## src/rtl/regfile_pkg.sv

```systemverilog
// Shared defaults, address-width helper and write-port bundle for the 2W2R register file.
package regfile_pkg;

  localparam int unsigned DEF_WIDTH = 16;
  localparam int unsigned DEF_NREGS = 4;
  localparam int unsigned DEF_CNT_W = 8;

  function automatic int unsigned clog2(input int unsigned n);
    int unsigned r;
    r = 0;
    while ((64'd1 << r) < 64'(n)) r = r + 1;
    return r;
  endfunction

  localparam int unsigned DEF_AW = clog2(DEF_NREGS);

  typedef struct packed {
    logic                en;
    logic [DEF_AW-1:0]   addr;
    logic [DEF_WIDTH-1:0] data;
  } wr_port_t;

endpackage

```

## src/rtl/regfile_write_arb.sv

```systemverilog
// Combinational write arbiter: per-register write enables, port-D data select and the
// raw same-address collision term. Out-of-range addresses decode to no register.
module regfile_write_arb
  import regfile_pkg::*;
#(
  parameter int unsigned NREGS = DEF_NREGS,
  parameter int unsigned AW    = clog2(NREGS)
) (
  input  logic             wr_en_d_i,
  input  logic [AW-1:0]    wr_addr_d_i,
  input  logic             wr_en_s_i,
  input  logic [AW-1:0]    wr_addr_s_i,
  output logic [NREGS-1:0] we_o,
  output logic [NREGS-1:0] sel_d_o,
  output logic             coll_o
);

  logic [NREGS-1:0] hit_d, hit_s;

  always_comb begin
    hit_d = '0;
    hit_s = '0;
    for (int unsigned i = 0; i < NREGS; i++) begin
      hit_d[i] = wr_en_d_i && (wr_addr_d_i == AW'(i));
      hit_s[i] = wr_en_s_i && (wr_addr_s_i == AW'(i));
    end
  end

  // Collision only counts when both ports hit the same in-range register.
  assign coll_o  = |(hit_d & hit_s);
  assign we_o    = hit_d | hit_s;
  assign sel_d_o = hit_d;

endmodule

```

## src/rtl/regfile_2w2r.sv

```systemverilog
// NREGS x WIDTH register file, two write ports (D has priority), two combinational reads,
// collision pulse and saturating collision counter. Define REGFILE_BYPASS_EN for write-to-read bypass.
module regfile_2w2r
  import regfile_pkg::*;
#(
  parameter int unsigned WIDTH = DEF_WIDTH,
  parameter int unsigned NREGS = DEF_NREGS,
  parameter int unsigned AW    = clog2(NREGS),
  parameter int unsigned CNT_W = DEF_CNT_W
) (
  input  logic             clk,
  input  logic             rst,
  input  logic             wr_en_d,
  input  logic [AW-1:0]    wr_addr_d,
  input  logic [WIDTH-1:0] wr_data_d,
  input  logic             wr_en_s,
  input  logic [AW-1:0]    wr_addr_s,
  input  logic [WIDTH-1:0] wr_data_s,
  input  logic [AW-1:0]    rd_addr_a,
  output logic [WIDTH-1:0] rd_data_a,
  input  logic [AW-1:0]    rd_addr_b,
  output logic [WIDTH-1:0] rd_data_b,
  output logic             collision,
  output logic [CNT_W-1:0] coll_cnt
);

  logic [WIDTH-1:0] regs_q [NREGS];
  logic [WIDTH-1:0] regs_d [NREGS];
  logic [WIDTH-1:0] rd_src [NREGS];
  logic [NREGS-1:0] we, sel_d;
  logic             coll_raw;
  logic             coll_q, coll_d;
  logic [CNT_W-1:0] cnt_q, cnt_d;

  regfile_write_arb #(
    .NREGS (NREGS),
    .AW    (AW)
  ) u_arb (
    .wr_en_d_i   (wr_en_d),
    .wr_addr_d_i (wr_addr_d),
    .wr_en_s_i   (wr_en_s),
    .wr_addr_s_i (wr_addr_s),
    .we_o        (we),
    .sel_d_o     (sel_d),
    .coll_o      (coll_raw)
  );

  always_comb begin
    for (int unsigned i = 0; i < NREGS; i++) begin
      regs_d[i] = regs_q[i];
      if (we[i]) regs_d[i] = sel_d[i] ? wr_data_d : wr_data_s;
    end
  end

  assign coll_d = coll_raw;
  assign cnt_d  = (coll_raw && (cnt_q != '1)) ? cnt_q + 1'b1 : cnt_q;

  always_ff @(posedge clk or posedge rst) begin
    if (rst) begin
      for (int unsigned i = 0; i < NREGS; i++) regs_q[i] <= '0;
      coll_q <= 1'b0;
      cnt_q  <= '0;
    end else begin
      for (int unsigned i = 0; i < NREGS; i++) regs_q[i] <= regs_d[i];
      coll_q <= coll_d;
      cnt_q  <= cnt_d;
    end
  end

  // Bypass reads the next-state array, which already holds this cycle's winning write.
  always_comb begin
    for (int unsigned i = 0; i < NREGS; i++) begin
`ifdef REGFILE_BYPASS_EN
      rd_src[i] = regs_d[i];
`else
      rd_src[i] = regs_q[i];
`endif
    end
  end

  always_comb begin
    rd_data_a = '0;
    rd_data_b = '0;
    for (int unsigned i = 0; i < NREGS; i++) begin
      if (rd_addr_a == AW'(i)) rd_data_a = rd_src[i];
      if (rd_addr_b == AW'(i)) rd_data_b = rd_src[i];
    end
  end

  assign collision = coll_q;
  assign coll_cnt  = cnt_q;

endmodule

```

## config.mk

```make
export PLATFORM = sky130hd
export DESIGN_NAME = regfile_2w2r
export DESIGN_NICKNAME = d
export VERILOG_FILES = /design/src/rtl/regfile_pkg.sv /design/src/rtl/regfile_write_arb.sv /design/src/rtl/regfile_2w2r.sv
export SDC_FILE = /design/constraint.sdc
export NUM_CORES = 1
export LEC_CHECK = 0
export ABC_CLOCK_PERIOD_IN_PS = 2200
export BUFFER_PORTS_ARGS = -buffer_cell sky130_fd_sc_hd__buf_4
export CORE_ASPECT_RATIO = 0.9
export CORE_MARGIN = 1
export CORE_UTILIZATION = 30
export DETAILED_ROUTE_END_ITERATION = 10
export PLACE_DENSITY_LB_ADDON = 0.12
export SLEW_MARGIN = 40
export SYNTH_ARGS = -nofsm -noshare
export SYNTH_HDL_FRONTEND = slang
export SYNTH_HIERARCHICAL = 1
export SYNTH_SLANG_ARGS = --single-unit
```

## constraint.sdc

```tcl
create_clock -name clk -period 2.2 [get_ports clk]
set_input_delay 0.11 -clock clk [delete_from_list [all_inputs] [get_ports clk]]
set_output_delay 0.11 -clock clk [all_outputs]
set_load 0.01 [all_outputs]
```

==> impl_metrics.csv <==
group,metric,value,unit
sta,fmax,0.658,GHz
pwr,swShare,0.291,
place,io_buffers,84,
routing,drtIter0Drc,161,
sta,finalWorstPathRequiredPeriod,1520,ps
logic_synthesis,synth_cell_types,33,
floorplanning,die_h,114,um
cts,post_cts_buffers,0,
logic_synthesis,synthTopCellsByCount,"dfrtp_1, a21oi_1, nor2_1",
final_layout,synthToLayoutAreaGrowth,26.5,%
sta,worst_slew_pin_slew,690,ps
routing,wl_per_cell,18.9,um
pwr,pwr-share-comb,0.267,
logic_synthesis,syn_nets,416,
cts,cts_hold_buffers,1,
cts,h-tree-depth,3,
final_layout,final_area,5310,sq um
setup_path,cp-start-kind,"flop",
logic_synthesis,ys_warn_count,6,
logic_synthesis,yosysSeqAreaShare,0.435,
place,place_area,5010,sq um
pwr,vdd_ir_drop_max,0.653,mV
sta,rsz0062_at_grt,"no",
cts,clkSinkCount,73,
sta,skew,2.01,ps
sta,whs,109,ps
routing,drc_errors,0,
setup_path,cp-end-kind,"output pin",
setup_path,worst-path-buf-inv,1,
cts,cts_root_buf,"clkbuf_16",
cts,clk_pin_slew,60,ps
worst_hold_path,min_path_type,"in2reg",
logic_synthesis,synth_top_area_cell,"dfrtp_1",
cts,cts_tree,"built",
final_layout,fill_cells,1327,
routing,dr.pass1.iters,4,
place,gp_congestion,0.731,
setup_path,path_max_fanout,3,
logic_synthesis,async_flop_share,1.00,
floorplanning,die_w,127,um
setup_path,cp.required,2090,ps
sta,setup_viol,0,
floorplanning,initial_core_util,0.311,
floorplanning,core,13500,sq um
logic_synthesis,synth_cells,371,
outcome,outcome,"completed",
final_layout,multiInputGateArea,2240,sq um
setup_path,arrival,1410,ps
pwr,seq_power_share,0.401,
pwr,internal_power,0.00316,W
final_layout,drive_gt1_frac,0.330,
cts,worstSkewPairLatency,330,ps
cts,postCtsResizedCells,0,
final_layout,diodes,0,
grt,grt_max_degree,36,
grt,grt_pass1_vias,3261,
sta,slew_viol_final,0,
logic_synthesis,yosysMostFrequentCell,"dfrtp_1",
setup_path,critPathTopFamily,"multiplexers",
routing,drt_wl_total,11.7,mm
grt,gr-total-overflow,0,
grt,antenna_found_initial,0,
flow_run,cap_viol_max_count,0,
logic_synthesis,synth-edff-count,0,
pwr,p_switching,0.00130,W
logic_synthesis,synth_area,4200,sq um
floorplanning,dieArea,14500,sq um
pwr,p_clk_frac,0.331,
setup_path,critical_path.cell_chain,"mux4_2, buf_4",
routing,viasPerCell,5.20,
routing,ant_nets,0,
pwr,leakagePower,2.17,nW
setup_path,slowest_stage,"mux4_2",
logic_synthesis,ys_ff_latch,73,
sta,max_slew_margin,0.540,
logic_synthesis,synth_top_area_frac,0.435,
setup_path,worstSetupPathType,"reg2out",
routing,vias,3224,
setup_path,cp_slowest_stage_delay,520,ps
final_layout,final_nets,493,
final_layout,seqCellArea,1830,sq um
logic_synthesis,synthFlopType,"dfrtp_1",
cts,numCtsBuffers,9,
floorplanning,io_pins,85,
pwr,powerDensity,839,nW/um^2
sta,hold_violations,0,
logic_synthesis,avgSynthCellArea,11.3,sq um
grt,grt_first_pass_wirelength,18.3,mm
grt,grtUsageTotal,0.171,
sta,period_share,0.691,
cts,clockBufferDepth,2,
sta,finalSetupTns,0,ps
floorplanning,rows,40,
place,hpwl,7.61,mm
logic_synthesis,ys_top_cells_by_area,"dfrtp_1, mux4_2, mux2i_1, a21oi_1, nor2_1",
## metal layers
| layer | share of wire | global-route usage | vias to the layer above |
|---|---|---|---|
| met2 | 0.47 | 0.281 | 89 |
| met3 | 0.045 | 0.0430 | 11 |
| met4 | 0.012 | 0.0500 | 0 |
| li1 | - | - | 1519 |
| met1 | 0.47 | 0.225 | 1605 |
| met5 | 0 | 0 | - |
## cell usage in the layout, fill, tap and decap left out, types with 3 or more instances in the layout
cell / instances
mux2i_1: 65
nor2_1: 65
clkinv_2: 3
a31oi_1: 4
nand2_1: 4
mux4_2: 32
buf_4: 94
clkbuf_16: 9
dfrtp_1: 73
a21oi_1: 70
## cell families (layout without fill, tap and decap cells)
group           after synthesis  count (layout)  synth area share
compound gates               79              79            0.0986
xor+xnor                      3               3           0.00626
fa+ha+maj                     1               1           0.00298
buf+inv                      32             113            0.0381
flops                        73              73             0.435
mux                          98              98             0.330
simple gates                 85              85            0.0888
## final timing paths
kind / start / to / slack [ps] / cells past startpoint
max in group asynchronous: rst / rd_src[14] / 1130 / 4
min reg2reg: coll_cnt[0] / coll_cnt[0] / 530 / 1
min: wr_data_s[0] / rd_src[48] / 110 / 3
max: rd_src[7] / rd_data_b[7] / 680 / 2
min in group asynchronous: rst / coll_cnt[1] / 430 / 3
max reg2reg: coll_cnt[3] / coll_cnt[1] / 750 / 3
## power by group through the flow
stage	registers, W	logic [W]	clock network (W)
final	0.00179	0.00119	0.00148
after floorplan	0.00177	0.000703	0
after global placement	0.00180	0.00119	0
after detailed placement	0.00181	0.00121	0
after CTS	0.00179	0.00121	0.00152
after global routing	0.00183	0.00130	0.00158
## final cells by class
cell class,count,area share
Clock inverter,3,0.00753
Multi-Input combinational cell,266,0.421
Clock buffer,12,0.0483
Sequential cell,73,0.344
Timing Repair Buffer,96,0.138
Inverter,2,0.00165
Tap cell,168,0.0396
## tightest hold or removal path, stage by stage
cell and delay [ps]:
buf_4 100, mux2i_1 60, a21oi_1 130
## sequential cells by signal (all words and copies together) (netlist names)
register / flops
collision: 1
coll_cnt: 8
rd_src: 64
## through the flow
step                std cells   util  setup WS (ps)  power [W]
floorplan                 371      -            237    0.00247
global placement          604  0.370            576    0.00299
detailed placement        604  0.371            656    0.00302
CTS                       620  0.393            678    0.00453
global route              620  0.393            641    0.00471
finish                    620  0.393            679    0.00446
Power figures use the tool's default switching activity.
